<file path="config.mk">
export PLATFORM = sky130hd
export DESIGN_NAME = ftsd_scan_ctrl
export DESIGN_NICKNAME = d
export VERILOG_FILES = /design/src/rtl/ftsd_scan_ctrl_pkg.sv /design/src/rtl/ftsd_scan_ctrl_decoder.sv /design/src/rtl/ftsd_scan_ctrl.sv
export SDC_FILE = /design/constraint.sdc
export NUM_CORES = 1
export LEC_CHECK = 0
export BUFFER_PORTS_ARGS = -buffer_cell sky130_fd_sc_hd__buf_2
export CAP_MARGIN = 20
export CELL_PAD_IN_SITES_DETAIL_PLACEMENT = 1
export CELL_PAD_IN_SITES_GLOBAL_PLACEMENT = 2
export CORE_MARGIN = 2
export CORE_UTILIZATION = 33
export CTS_BUF_LIST = sky130_fd_sc_hd__clkbuf_4 sky130_fd_sc_hd__clkbuf_8 sky130_fd_sc_hd__clkbuf_16
export CTS_CLUSTER_DIAMETER = 100
export DETAILED_ROUTE_END_ITERATION = 16
export PLACE_DENSITY = 0.86
export SETUP_SLACK_MARGIN = 0.05
export SLEW_MARGIN = 20
export SYNTH_ARGS = -nofsm -noshare
export SYNTH_HDL_FRONTEND = slang
export SYNTH_SLANG_ARGS = --single-unit
export TNS_END_PERCENT = 30
</file>
<file path="constraint.sdc">
create_clock -name clk -period 3.7 [get_ports clk]
set_clock_uncertainty 0.2 [all_clocks]
set_input_delay 0.185 -clock clk [delete_from_list [all_inputs] [get_ports clk]]
set_output_delay 0.185 -clock clk [all_outputs]
set_load 0.02 [all_outputs]
</file>
<file path="src/rtl/ftsd_scan_ctrl_pkg.sv">
// Shared segment encodings (active-low, 14 segments plus decimal point) and sizing helper.
// Bit order, MSB first: a b c d e f g1 g2 h i j k l m dp.
package ftsd_scan_ctrl_pkg;

  localparam logic [14:0] FTSD_ZERO    = 15'h01FF;
  localparam logic [14:0] FTSD_ONE     = 15'h4FFF;
  localparam logic [14:0] FTSD_TWO     = 15'h127F;
  localparam logic [14:0] FTSD_THREE   = 15'h067F;
  localparam logic [14:0] FTSD_FOUR    = 15'h4C7F;
  localparam logic [14:0] FTSD_FIVE    = 15'h247F;
  localparam logic [14:0] FTSD_SIX     = 15'h207F;
  localparam logic [14:0] FTSD_SEVEN   = 15'h0FFF;
  localparam logic [14:0] FTSD_EIGHT   = 15'h007F;
  localparam logic [14:0] FTSD_NINE    = 15'h047F;
  localparam logic [14:0] FTSD_A       = 15'h087F;
  localparam logic [14:0] FTSD_B       = 15'h075B;
  localparam logic [14:0] FTSD_C       = 15'h31FF;
  localparam logic [14:0] FTSD_D       = 15'h07DB;
  localparam logic [14:0] FTSD_E       = 15'h30FF;
  localparam logic [14:0] FTSD_F       = 15'h38FF;
  localparam logic [14:0] FTSD_BLANK   = 15'h7FFF;
  localparam logic [14:0] FTSD_DEFAULT = 15'h7FFF;

  // Counter/index width that stays at least one bit for degenerate sizes.
  function automatic int clog2_min1(input int n);
    return (n > 1) ? $clog2(n) : 1;
  endfunction

endpackage

</file>
<file path="src/rtl/ftsd_scan_ctrl_decoder.sv">
// Hex nibble to fourteen-segment pattern, purely combinational.
module ftsd_scan_ctrl_decoder
  import ftsd_scan_ctrl_pkg::*;
(
  input  logic [3:0]  i_hex,
  output logic [14:0] o_seg
);

  always_comb begin
    o_seg = FTSD_DEFAULT;
    case (i_hex)
      4'h0: o_seg = FTSD_ZERO;
      4'h1: o_seg = FTSD_ONE;
      4'h2: o_seg = FTSD_TWO;
      4'h3: o_seg = FTSD_THREE;
      4'h4: o_seg = FTSD_FOUR;
      4'h5: o_seg = FTSD_FIVE;
      4'h6: o_seg = FTSD_SIX;
      4'h7: o_seg = FTSD_SEVEN;
      4'h8: o_seg = FTSD_EIGHT;
      4'h9: o_seg = FTSD_NINE;
      4'hA: o_seg = FTSD_A;
      4'hB: o_seg = FTSD_B;
      4'hC: o_seg = FTSD_C;
      4'hD: o_seg = FTSD_D;
      4'hE: o_seg = FTSD_E;
      4'hF: o_seg = FTSD_F;
      default: o_seg = FTSD_DEFAULT;
    endcase
  end

endmodule

</file>
<file path="src/rtl/ftsd_scan_ctrl.sv">
// Time-multiplexed FTSD scanner: one active-low digit enable per slot after a dark dead-time,
// with per-digit blank/blink and leading-zero suppression. Outputs lag counters by one cycle.
module ftsd_scan_ctrl
  import ftsd_scan_ctrl_pkg::*;
#(
  parameter  int DIGITS    = 4,
  parameter  int SCAN_DIV  = 50000,
  parameter  int DEAD      = 500,
  parameter  int BLINK_DIV = 12500000,
  localparam int IDX_W     = clog2_min1(DIGITS)
) (
  input  logic                  clk,
  input  logic                  rst_n,
  input  logic                  en,
  input  logic [4*DIGITS-1:0]   digits,
  input  logic [DIGITS-1:0]     blank,
  input  logic [DIGITS-1:0]     blink,
  input  logic                  lzs,
  output logic [14:0]           ftsd,
  output logic [DIGITS-1:0]     ftsd_ctl,
  output logic [IDX_W-1:0]      scan_idx
);

  localparam int SLOT_W  = clog2_min1(SCAN_DIV);
  localparam int BLINK_W = clog2_min1(BLINK_DIV);

  logic [SLOT_W-1:0]  r_slot;
  logic [IDX_W-1:0]   r_idx;
  logic [BLINK_W-1:0] r_blink_cnt;
  logic               r_blink_phase;
  logic [14:0]        r_ftsd;
  logic [DIGITS-1:0]  r_ctl;

  logic               w_slot_wrap;
  logic               w_blink_wrap;
  logic               w_dead;
  logic [3:0]         w_nib;
  logic [14:0]        w_dec;
  logic [DIGITS-1:0]  w_upper_zero;
  logic               w_sel_blank;
  logic               w_sel_blink;
  logic               w_sel_lz;
  logic               w_off;

  assign w_slot_wrap  = (r_slot == SLOT_W'(SCAN_DIV - 1));
  assign w_blink_wrap = (r_blink_cnt == BLINK_W'(BLINK_DIV - 1));
  assign w_dead       = (int'(r_slot) < DEAD);

  always_ff @(posedge clk) begin
    if (!rst_n || !en) begin
      r_slot        <= '0;
      r_idx         <= '0;
      r_blink_cnt   <= '0;
      r_blink_phase <= 1'b0;
    end else begin
      r_slot <= w_slot_wrap ? '0 : r_slot + SLOT_W'(1);
      if (w_slot_wrap)
        r_idx <= (r_idx == IDX_W'(DIGITS - 1)) ? '0 : r_idx + IDX_W'(1);
      r_blink_cnt <= w_blink_wrap ? '0 : r_blink_cnt + BLINK_W'(1);
      if (w_blink_wrap)
        r_blink_phase <= ~r_blink_phase;
    end
  end

  // w_upper_zero[i]: digit i and every more-significant digit are zero.
  always_comb begin
    logic acc;
    acc          = 1'b1;
    w_upper_zero = '0;
    for (int i = DIGITS - 1; i >= 0; i--) begin
      acc             = acc & (digits[4*i +: 4] == 4'h0);
      w_upper_zero[i] = acc;
    end
  end

  always_comb begin
    w_nib       = 4'h0;
    w_sel_blank = 1'b0;
    w_sel_blink = 1'b0;
    w_sel_lz    = 1'b0;
    for (int i = 0; i < DIGITS; i++) begin
      if (r_idx == IDX_W'(i)) begin
        w_nib       = digits[4*i +: 4];
        w_sel_blank = blank[i];
        w_sel_blink = blink[i];
        w_sel_lz    = w_upper_zero[i];
      end
    end
  end

  ftsd_scan_ctrl_decoder u_dec (
    .i_hex (w_nib),
    .o_seg (w_dec)
  );

  assign w_off = w_sel_blank
               | (w_sel_blink & r_blink_phase)
               | (lzs & (r_idx != '0) & w_sel_lz);

  // Dead-time forces all enables high, so a slot change never overlaps two digits.
  always_ff @(posedge clk) begin
    if (!rst_n || !en || w_dead) begin
      r_ftsd <= FTSD_BLANK;
      r_ctl  <= '1;
    end else begin
      r_ftsd <= w_off ? FTSD_BLANK : w_dec;
      r_ctl  <= ~(DIGITS'(1) << r_idx);
    end
  end

  assign ftsd     = r_ftsd;
  assign ftsd_ctl = r_ctl;
  assign scan_idx = r_idx;

endmodule

</file>
# Yosys cells after proc, flatten, opt, wreduce, memory -nomap -nowiden
# Memory sizes are Yosys's and may differ from the RTL's. A register that Yosys moved wholly into a read port is not among the register bits.
# Cells that the tools add are included.
# W data, S select, Z words.
totals:
  regBits: 62
  romBits: 160
  inputBits: 28
  output_inout_bits: 21
  elab_cells: 57
  n_memories: 1
mem_list:
  columns: ["memory", "words", "width", "rd", "rd_clocked_by_memory_dff", "write_ports", "line", "source"]
  rows:
  - ["(no name shown)", 16, 10, 1, 1, 0, "ftsd_scan_ctrl_decoder.sv:11", "case (i_hex)"]
op_classes:
  addsub: 3
  n_lt_le_gt_ge: 1
  n_eq_ne: 5
  n_shift: 1
  n_mux: 17
  n_bitwise: 10
  reduce_logical: 13
ops:
  columns: ["op", "count"]
  rows:
  - ["$add A24 B1 Y24 const B", 1]
  - ["$eq A24 B24 Y1 const B", 1]
  - ["$add A16 B1 Y16 const B", 1]
  - ["$eq A16 B16 Y1 const B", 1]
  - ["$logic_not A4 Y1", 4]
  - ["$lt A16 B9 Y1 const B", 1]
  - ["$mux W4", 4]
  - ["$mux W1", 12]
  - ["$and A1 B1 Y1", 6]
  - ["$reduce_or A2 Y1", 3]
  - ["$eq A2 B2 Y1 const B", 2]
  - ["$not A4 Y4", 1]
  - ["$shl A1 B2 Y4 const A", 1]
  - ["$add A2 B1 Y2 const B", 1]
  - ["$eq A2 B1 Y1 const B", 1]
  - ["$logic_not A1 Y1", 2]
  - ["$logic_not A2 Y1", 1]
  - ["$logic_or A1 B1 Y1", 2]
  - ["$mux W2", 1]
  - ["$or A1 B1 Y1", 2]
  - ["$reduce_bool A2 Y1", 1]
  - ["$not A1 Y1", 1]

# Logic depth before layout (Yosys ltp)
# Gate-level depths: netlist of run 1.
logic_depth:
  ltp_word: 11
  mapped_depth: 12
  mapped_depth_nobuf: 11

# Hierarchy
# Synthesis of run 1 repeated with hierarchy kept, for this count alone.
unflattened:
  cells_unflattened: 345
  hier_area_um2: 3014.1
modules_own_cells:
  columns: ["mod", "n_inst", "cells_per_inst", "area_per_inst_um2", "seq_area_each_um2"]
  rows:
  - ["ftsd_scan_ctrl", 1, 300, 2677.6, 1241.2]
  - ["ftsd_scan_ctrl_decoder", 1, 45, 336.6, 0.0]

# Worst setup path before layout of run 1
# OpenSTA, ideal clock, no wires.
synth_timing:
  path_type: "register -> register"
  from: "reg r_idx[0], in the netlist scan_idx[0]"
  to: "reg r_ftsd[11], in the netlist ftsd[11]"
  setup_ps: 59
  arrival_time_ps: 2444
  required_time_ps: 3441
  slack_ps: 997
  stages_incl_launch_ff: 11
  n_path_buf: 0
  synth_period_minus_slack_ps: 2703
  path_cell_list: "dfxtp_1 inv_1 ha_1 nor2b_1 a221o_1 a22oi_1 inv_1 ha_1 mux2i_1 mux2_2 nand2_1"
synth_between:
  elab_chain_cells: 9
  word_cells_on_any_way: 27
  cone_classes: "eq/ne: 3; mux: 16; bitwise: 5; reduce/logical: 3"
synth_rtl:
  columns: ["item", "line", "source"]
  rows:
  - ["start, declared", "ftsd_scan_ctrl.sv:28", "logic [IDX_W-1:0] r_idx;"]
  - ["start signal, assigned", "ftsd_scan_ctrl.sv:58", "r_idx <= (r_idx == IDX_W'(DIGITS - 1)) ? '0 : r_idx + IDX_W'(1);"]
  - ["$logic_not A2 Y1", "ftsd_scan_ctrl.sv:82", "if (r_idx == IDX_W'(i)) begin"]
  - ["$mux W1 (4 in a row)", "ftsd_scan_ctrl.sv:82", null]
  - ["$and A1 B1 Y1", "ftsd_scan_ctrl.sv:97", "| (w_sel_blink & r_blink_phase)"]
  - ["$or A1 B1 Y1", "ftsd_scan_ctrl.sv:97", null]
  - ["$or A1 B1 Y1", "ftsd_scan_ctrl.sv:98", "| (lzs & (r_idx != '0) & w_sel_lz);"]
  - ["$reduce_or A2 Y1 (no line)", null, null]
  - ["end, declared", "ftsd_scan_ctrl.sv:31", "logic [14:0] r_ftsd;"]
# Several ways; a longest one is shown, not always the timed one.
# A chain may end at the register's enable or synchronous reset.

# Worst setup path in the final report of run 1
# Ends and elaborated chain as after synthesis.

==> impl_results.md, run 1 <==
* Vias in the first global route at 2,245
* Max-slew violation count at 0
* # setup viols final at 0
* HPWL after detailed placement at 4.82 mm
* Reg2reg path depth at 10
* Gpl congestion at 0.743
* Leading area contributor after synthesis: dfxtp_1
* Main synth FF type: dfxtp_1
* Initial antenna violation count at 0
* Worst Max-Slew Pin Slew at 0.658 ns
* Dpl ws at 0.832 ns
* Post-CTS Hold Buffers at 0
* Post CTS Setup Buffer Count at 0
* Worst Slack Setup Final at 0.781 ns
* Syn Area/Cell at 8.87 µm²
* Row cnt at 33
* Peak supply drop at 0.135 mV
* Final Critical Period at 2.92 ns
* Final wirelength at 6.42 mm
* Headroom to the max-slew limit at 55.7%
* GRT Total Usage at 14.4%
* Post-synthesis mux area share at 3.28%
* GRT overflow at 0
* Largest family of logic cells by synthesized area: simple AND/OR/NAND/NOR gates
* Asr flop ratio synth at 0%
* Final count of hold timing violations at 0
* Yosys synthesis warning count at 0
* Cell Area, Synth at 2820 µm²
* Depth of the CTS H-tree at 2
* Diodes inserted at 0
* Synth Area in Simple Gates at 26.6%
* Seq cells post-synth at 56
* Via density at 4.95
* Total negative slack at 0 ns
* Starting DRT DRC Count at 33
* WL/cell at 13.8 µm
* Sequential-to-total area share from yosys stat at 39.7%
* Worst Path Max Fanout at 6
* Die Span Y at 96.5 µm
* Period utilisation layout at 78.9%
* EDFF count, synth at 0
* WP data arrival at 2.98 ns
* Post-synth top area share at 39.7%
* Area growth, synth to finish at 12.4%
* Clk_lat worst skew at 0.31 ns
* Unrepaired setup endpoints after global routing: no
* Total core area at 8260 µm²
* Clock buffer depth at 2
* Register area at 1120 µm²
* Crit end category: register
* Clock buffer count from CTS at 5
* CTS tree: yes
* Clk root buf: clkbuf_8
* Status: finished clean
* Initial Util at 34.2%
* Clk slew on worst S/H paths at 0.11 ns
* Post-Synth XOR/XNOR Area at 11.5%
* IO buf count at 43
* Vias at 2,295
* Synthesized netlist cell count at 318
* Maxcap violations at 0
* Power per cell area at 325 nW/µm²
* Multi-input logic area at 1570 µm²
* Critical path class: reg2reg
* Full die area at 9310 µm²
* CP required at 3.76 ns
* Drt pass-1 iters at 4
* Die width at 96.5 µm
* Ratio of cells with drive above 1 in the final layout at 17.8%
* Post-Synth Adder-Cell Area at 5.32%
* Largest net degree at the start of global routing at 24
* Post-route DRC at 0
* Num ports at 49
* Worst setup SP type: register
* Hold Path Cell Cnt at 4
* Clk sinks at 56
* Post-layout util at 38.4%
* Area contributors post-synth: dfxtp_1 (40%), nor2_1 (6.9%), xnor2_1 (6.2%), ha_1 (5.3%), xor2_1 (5.3%)
* Fillers at 1,020
* Final #Nets at 398
* Global-route wire length before repair at 10.4 mm
* Synth unique cells at 48
* Compound-Gate Fraction of Synth Area at 8.43%
* Antenna Nets Post-Route at 0
* Cts repair resizes at 0
* Worst Hold Class: in2reg
* Leak at 1.15 nW
* F_max at 0.343 GHz
-- placed cells by master, fill, tap and decap left out, types with 3 or more instances in the layout --
cell type	instances
nor2b_1	4
dfxtp_1	56
and4_1	4
nor3b_1	3
nand4_1	6
nor3_1	4
nand3_1	18
inv_1	10
xnor2_1	20
clkbuf_8	5
mux2i_1	7
xor2_1	17
buf_2	43
nor2_1	52
conb_1	5
ha_1	12
o21ai_0	4
and3_1	3
nor4_1	10
a21oi_1	8
nand2_1	31
-- critical path, stage by stage, from the launching register on --
cell and delay [ns]:
dfxtp_1 0.43, inv_1 0.09, ha_1 0.31, nor2b_1 0.19, a221o_1 0.36, a22oi_1 0.35
inv_1 0.18, ha_1 0.34, mux2i_1 0.07, mux2_2 0.28, nand2_1 0.07
-- state kept, by name, indices dropped and copies added (netlist names) --
signal	flops
scan_idx	2
r_blink_cnt	24
ftsd_ctl	4
r_slot	16
r_blink_phase	1
ftsd	9
-- layer usage --
metal	share of wire, %	vias up	global-route usage, %
li1	-	1157	-
met1	47	1092	18.6
met2	47	40	23.8
met3	4.5	6	3.10
met4	0.92	0	4.58
met5	0	-	0
-- logic make-up (layout without fill, tap and decap cells) --
kind of cell | count (synthesis) | count (layout)
compound gates | 29 | 29
other cells | 1 | 5
fa+ha+maj | 12 | 12
simple gates | 150 | 150
xor+xnor | 37 | 37
buf+inv | 24 | 61
mux | 9 | 9
flops | 56 | 56
-- cell usage after synthesis (all sizes together) (4+ instances only) --
library cell / instances
mux2i: 7
and4: 5
ha: 12
nand4: 6
buf: 14
nor2b: 4
nor3: 4
inv: 10
xor2: 17
o21ai: 5
and3: 4
nor2: 52
nand2: 32
nand3: 18
dfxtp: 56
xnor2: 20
nor4: 10
a211oi: 4
a21oi: 8
-- through the flow --
| step | hold slack, ns | total power [mW] | std cells | cell area [µm²] |
|---|---|---|---|---|
| 2_1_floorplan | 0.213 | 0.667 | 322 | 2840 |
| 3_3_place_gp | 0.226 | 0.688 | 456 | 3080 |
| 3_5_place_dp | 0.240 | 0.689 | 456 | 3080 |
| 4_1_cts | 0.110 | 1.04 | 464 | 3170 |
| 5_1_grt | 0.125 | 1.08 | 464 | 3170 |
| 6_report | 0.116 | 1.03 | 464 | 3170 |
-- where the power goes --
part | total, mW | internal (mW) | switching, mW | leakage (nW)
sequential | 0.606 | 0.604 | 0.00160 | 0.452
combinational | 0.0690 | 0.0279 | 0.0410 | 0.658
clock | 0.355 | 0.143 | 0.212 | 0.0448
total | 1.03 | 0.775 | 0.255 | 1.15
-- final timing paths --
path	from	end	slack, ns
hold / removal	digits[3]	ftsd[5]$_SDFF_PP1_	0.12
setup reg to reg	scan_idx[0]$_SDFFE_PP0P_	ftsd[11]$_SDFF_PP1_	0.78
hold reg to reg	r_blink_cnt[0]$_SDFF_PP0_	r_blink_cnt[0]$_SDFF_PP0_	0.25
setup / recovery	scan_idx[0]$_SDFFE_PP0P_	ftsd[11]$_SDFF_PP1_	0.78
-- layout make-up --
cell class              count  area share [%]
multi-input cells         242            49.6
flip-flops and latches     56            35.4
repair buffers             43            6.79
well taps                 105            4.14
clock buffers               6            2.41
inverters                  10            1.18
clock inverters             2           0.513
No activity file was read; power rests on OpenSTA's default activity.
==> inputs of run 2 (changes only) <==
CORE_UTILIZATION = 30   (was 33)
PLACE_DENSITY = 0.83   (was 0.86)
clock period = 2.55 ns   (was 3.7 ns; I/O delays follow)
==> run 2 against run 1 <==
Effect of this change: utilization decreased by 1.9 points; register-to-register slack got worse by 0.58 ns; sequential share of layout area decreased by 1.7 points; critical endpoint unchanged; largest power group unchanged.
==> impl_results.md, run 2 (synthesized netlist as in run 1, its figures left out) <==
* Largest Register: r_blink_cnt
* Num ports at 49 (unchanged)
* Depth of the CTS H-tree at 2 (unchanged)
* Clk root buf: clkbuf_8
* Ratio of cells with drive above 1 in the final layout at 22.0% (+4.2 points)
* Max-slew violation count at 0 (unchanged)
* Vias in the first global route at 2,343 (+4.4%)
* Critical path's largest stage delay at 0.38 ns (-0.05 ns)
* Via density at 4.78 (-3.3%)
* Final count of hold timing violations at 0 (unchanged)
* Full die area at 10,200 µm² (+9.6%)
* Diodes inserted at 0 (unchanged)
* Total core area at 9200 µm² (+11%)
* Initial antenna violation count at 0 (unchanged)
* Worst Max-Slew Pin Slew at 0.565 ns (-0.0937 ns)
* Most frequent cells in the layout: dfxtp_1 (54), nor2_1 (52), buf_2 (43)
* Clk sinks at 56 (unchanged)
* GRT overflow at 0 (unchanged)
* Worst Path Max Fanout at 4 (-2)
* Die width at 101 µm (+4.7%)
* Vias at 2,292 (-0.13%)
* Critical path class: reg2reg
* Max stage delay cell, worst path: dfxtp_4
* Final #Nets at 407 (+2.3%)
* Leak at 1.23 nW (+6.4%)
* Total power at 1.68 mW (+63%)
* Initial Util at 30.7% (-3.5 points)
* Power per cell area at 500 nW/µm² (+54%)
* Clock buffer count from CTS at 5 (unchanged)
* Non-filler cells, final at 479 (+3.2%)
* Period utilisation layout at 92.1% (+13 points)
* Peak supply drop at 0.289 mV (+110%)
* CP required at 2.56 ns (-1.20 ns)
* Largest net degree at the start of global routing at 24 (unchanged)
* Unrepaired setup endpoints after global routing: yes
* Clk slew on worst S/H paths at 0.10 ns (about the same)
* WL/cell at 13.6 µm (-2.1%)
* CP dominant cell by count: ha_1
* Finished Cell Area at 3360 µm² (+5.8%)
* Total negative slack at 0 ns (unchanged)
* Most common cell after layout, fill and taps aside: dfxtp_1
* Final wirelength at 6.49 mm (+1.1%)
* Final Critical Period at 2.35 ns (-0.571 ns)
* Fin Hold WS at 0.0196 ns (-0.0967 ns)
* Worst setup SP type: register
* Status: finished clean
* CTS tree: yes
* # setup viols final at 0 (unchanged)
* Worst Hold Class: in2reg
* Cell breakdown of the critical path: inv_1 > ha_1 > nor2b_1 > a221o_1 > a22oi_2 > inv_2 > ha_1 > mux2i_1 > mux2_2 > nand2_1
* WP data arrival at 2.36 ns (-0.62 ns)
* Clk_lat worst skew at 0.31 ns (about the same)
* Placed cell count at 469 (+2.9%)
* F_max at 0.426 GHz (+24%)
* Post-DP Area at 3160 µm² (+2.6%)
* Starting DRT DRC Count at 67 (+100%)
* Crit end category: register
* Headroom to the max-slew limit at 62.0% (+6.3 points)
* IO buf count at 43 (unchanged)
* Antenna Nets Post-Route at 0 (unchanged)
* Area growth, synth to finish at 18.9%
* Global-route wire length before repair at 10.9 mm (+4.2%)
* Row cnt at 35 (+6.1%)
* Dpl ws at 0.0239 ns (-0.808 ns)
* Gpl congestion at 0.746 (+0.39%)
* Maxcap violations at 0 (unchanged)
* Fillers at 1,098 (+7.6%)
* Clock buffer depth at 2 (unchanged)
* HPWL after detailed placement at 4.88 mm (+1.2%)
* Largest register FFs at 24 (unchanged)
* GRT Total Usage at 13.2% (-1.1 points)
* Post-route DRC at 0 (unchanged)
* Worst Slack Setup Final at 0.202 ns (-0.579 ns)
* Post-layout util at 36.5% (-1.9 points)
* Die Span Y at 101 µm (+4.7%)
* Drt pass-1 iters at 4 (unchanged)
run 2: cell count changes in the layout (fill, tap and decap cells not counted), sizes merged:
cell	delta
buf	+9
bufinv	+2
clkbuf	-1
clkinv	-1
clkinvlp	-1
inv	+1
run 2: final timing paths:
kind / start / to / slack (ns) / depth (start not counted)
setup reg to reg: scan_idx[1]$_SDFFE_PP0P_ / ftsd[11]$_SDFF_PP1_ / 0.20 / 10
hold reg to reg: r_blink_cnt[0]$_SDFF_PP0_ / r_blink_cnt[0]$_SDFF_PP0_ / 0.25 / 1
setup / recovery: scan_idx[1]$_SDFFE_PP0P_ / ftsd[11]$_SDFF_PP1_ / 0.20 / 10
hold / removal: digits[3] / ftsd[5]$_SDFF_PP1_ / 0.02 / 4
run 2: final cells by class:
cell class,instances,area [µm²],area share [%]
clock buffers,5,68.8,2.05
clock inverters,3,68.8,2.05
inverters,10,37.5,1.12
multi-input cells,242,1620,48.2
flip-flops and latches,56,1130,33.6
well taps,111,139,4.14
repair buffers,52,295,8.80
run 2: worst max-delay path: cells and delay by family, from the launching register on:
kind / cells / cell delay (ns)
buf+inv: 2 / 0.17
mux: 2 / 0.34
flops: 1 / 0.38
simple gates: 2 / 0.21
fa+ha+maj: 2 / 0.42
compound gates: 2 / 0.53
run 2: layer usage:
metal	vias to the layer above	track usage [%]	part of all wire, %
met5	-	0	0
met2	27	23.6	52
li1	1170	-	-
met4	0	3.74	0.51
met3	4	2.29	2.4
met1	1091	16.2	45
run 2: where the power goes:
part	total (mW)	switching, mW	internal, mW
clock	0.690	0.295	0.395
sequential	0.877	0.00231	0.875
combinational	0.112	0.0620	0.0498
total	1.68	0.359	1.32
run 2: timing repair:
item,in CTS,in global routing
endpoints found under the setup margin,2,7
pin swaps,0,1
cloned,0,0
resized for setup,1,8
hold buffers,0,0
setup buffers,0,2
==> inputs of run 3 (changes only) <==
HOLD_SLACK_MARGIN = 0.08   (was unset)
==> run 3 against run 2 <==
Effect of this change: clock-buffer cell count stayed put; sequential share of layout area fell by 0.40 points; critical path depth did not move; clock power about the same; cell area rose by 1.2%; die area did not move; wire length about the same; critical path type unchanged.
==> impl_results.md, run 3 (synthesized netlist as in run 1, its figures left out) <==
* Status: finished clean
* Most used routing layer: met2
* GR Util met1 at 16.4% (+0.13 points)
* Worst Slack Setup Final at 0.201 ns (-0.000486 ns)
* GRT overflow at 0 (unchanged)
* Clk slew on worst S/H paths at 0.11 ns (about the same)
* Die width at 101 µm (unchanged)
* Placed cell count at 469 (unchanged)
* Initial Util at 30.7% (unchanged)
* Gpl congestion at 0.746 (unchanged)
* Clock share of power at 41.1% (about the same)
* Clock buffer depth at 2 (unchanged)
* Worst Max-Slew Pin Slew at 0.578 ns (+0.0136 ns)
* Crit-path leading delay family: compound AO/OA/AOI/OAI gates
* Final count of hold timing violations at 0 (unchanged)
* Switching share of power at 21.5% (+0.075 points)
* Sequential share of power at 52.0% (-0.2 points)
* Cell breakdown of the critical path: inv_1 > ha_1 > nor2b_1 > a221o_1 > a22oi_2 > inv_2 > ha_1 > mux2i_1 > mux2_2 > nand2_1
* Clk sinks at 56 (unchanged)
* Worst setup SP type: register
* Max-slew violation count at 0 (unchanged)
* Die Span Y at 101 µm (unchanged)
* Largest net degree at the start of global routing at 24 (unchanged)
* Post-route DRC at 0 (unchanged)
* GR Util met2 at 23.8% (+0.21 points)
* Comb power frac at 6.9% (+0.2 points)
* Non-filler cells, final at 483 (+0.84%)
* Dpl ws at 0.0239 ns (unchanged)
* Unrepaired setup endpoints after global routing: yes
* Critical path class: reg2reg
* Worst path bufs/invs at 2 (unchanged)
* Period utilisation layout at 92.1% (about the same)
* CTS tree: yes
* Most frequent cells in the layout: dfxtp_1 (54), nor2_1 (52), buf_2 (43)
* HPWL after detailed placement at 4.88 mm (unchanged)
* Total negative slack at 0 ns (unchanged)
* Most common cell after layout, fill and taps aside: dfxtp_1
* Via density at 4.79 (+0.17%)
* Final Critical Period at 2.35 ns (+0.000486 ns)
* Largest Register: r_blink_cnt
* Pint at 1.32 mW (+0.31%)
* Ratio of cells with drive above 1 in the final layout at 21.8% (-0.24 points)
* Worst Hold Class: in2reg
* Maxcap violations at 0 (unchanged)
* WL/cell at 13.4 µm (-0.81%)
* Post-layout util at 36.9% (+0.44 points)
* Antenna Nets Post-Route at 0 (unchanged)
* Depth of the CTS H-tree at 2 (unchanged)
* Final wirelength at 6.49 mm (about the same)
* CP required at 2.56 ns (about the same)
* WP data arrival at 2.36 ns (about the same)
* Vias at 2,315 (+1.0%)
* IO buf count at 43 (unchanged)
* Clock buffer count from CTS at 5 (unchanged)
* Clk_lat worst skew at 0.32 ns (about the same)
* Diodes inserted at 0 (unchanged)
* # setup viols final at 0 (unchanged)
* Num ports at 49 (unchanged)
* Area growth, synth to finish at 20.4%
* Worst Path Max Fanout at 4 (unchanged)
* Total core area at 9200 µm² (unchanged)
* Final #Nets at 411 (+0.98%)
* Crit end category: register
* Clk root buf: clkbuf_8
* Post-DP Area at 3160 µm² (unchanged)
* Headroom to the max-slew limit at 61.1% (-0.92 points)
* Drt pass-1 iters at 4 (unchanged)
* F_max at 0.426 GHz (about the same)
* GRT Total Usage at 13.3% (+0.10 points)
* Power per cell area at 496 nW/µm² (-0.78%)
* Fillers at 1,096 (-0.18%)
* Global-route wire length before repair at 11.0 mm (+0.76%)
* Peak supply drop at 0.289 mV (about the same)
* Starting DRT DRC Count at 77 (+15%)
* Critical path's largest stage delay at 0.38 ns (about the same)
* CP dominant cell by count: ha_1
* Largest register FFs at 24 (unchanged)
* Finished Cell Area at 3400 µm² (+1.2%)
* Register area at 1130 µm² (unchanged)
* Row cnt at 35 (unchanged)
* Switching Power at 0.362 mW (+0.75%)
* Met3 Use GR at 2.29% (unchanged)
* Leak at 1.24 nW (+1.2%)
* Max stage delay cell, worst path: dfxtp_4
* Full die area at 10,200 µm² (unchanged)
* Vias in the first global route at 2,366 (+0.98%)
* Multi-input logic area at 1620 µm² (unchanged)
* Initial antenna violation count at 0 (unchanged)
==> run 3: tightest hold or removal path, stage by stage <==
cell,delay [ns]
buf_2,0.10
nand3b_1,0.11
a211oi_4,0.12
nand2_1,0.07
nand2_1,0.05
==> run 3: metal layers <==
metal  wire [µm]  up-vias
met3         157        4
met5           0        -
met1        2910     1112
met2        3390       22
li1            -     1177
met4          31        0
==> run 3: area by class of cell <==
cell class,count,share of cell area (%)
clock buffers,5,2.03
inverters,10,1.11
repair buffers,56,9.87
multi-input cells,242,47.6
flip-flops and latches,56,33.2
clock inverters,3,2.03
well taps,111,4.09
==> run 3: timing repair <==
item                                   4_1_cts  5_1_grt
endpoints found under the hold margin       21        0
hold buffers                                 4        0
pin swaps                                    0        1
buffers inserted                             0        2
gates resized for setup                      1        8
setup endpoints to repair                    2        7
==> run 3: power by group through the flow <==
stage               Sequential (mW)  Clock [mW]  Combinational (mW)
global route                  0.878       0.759               0.132
finish                        0.877       0.692               0.116
global placement              0.899           0               0.107
floorplan                     0.899           0              0.0695
detailed placement            0.900           0               0.109
CTS                           0.879       0.720               0.113
==> run 3: worst paths after layout <==
check | start | endpoint | slack (ns) | cells after the start
worst min register to register | r_blink_cnt[0]$_SDFF_PP0_ | r_blink_cnt[0]$_SDFF_PP0_ | 0.25 | 1
worst min-delay path | digits[2] | ftsd[13]$_SDFF_PP1_ | 0.10 | 5
worst max-delay path | scan_idx[1]$_SDFFE_PP0P_ | ftsd[11]$_SDFF_PP1_ | 0.20 | 10
worst max register to register | scan_idx[1]$_SDFFE_PP0P_ | ftsd[11]$_SDFF_PP1_ | 0.20 | 10
==> run 3: metrics by stage <==
| step | total power, mW | hold slack [ns] |
|---|---|---|
| after floorplan | 0.969 | 0.177 |
| after global placement | 1.01 | 0.224 |
| after detailed placement | 1.01 | 0.234 |
| after CTS | 1.71 | 0.0995 |
| after global routing | 1.77 | 0.140 |
| final | 1.69 | 0.102 |
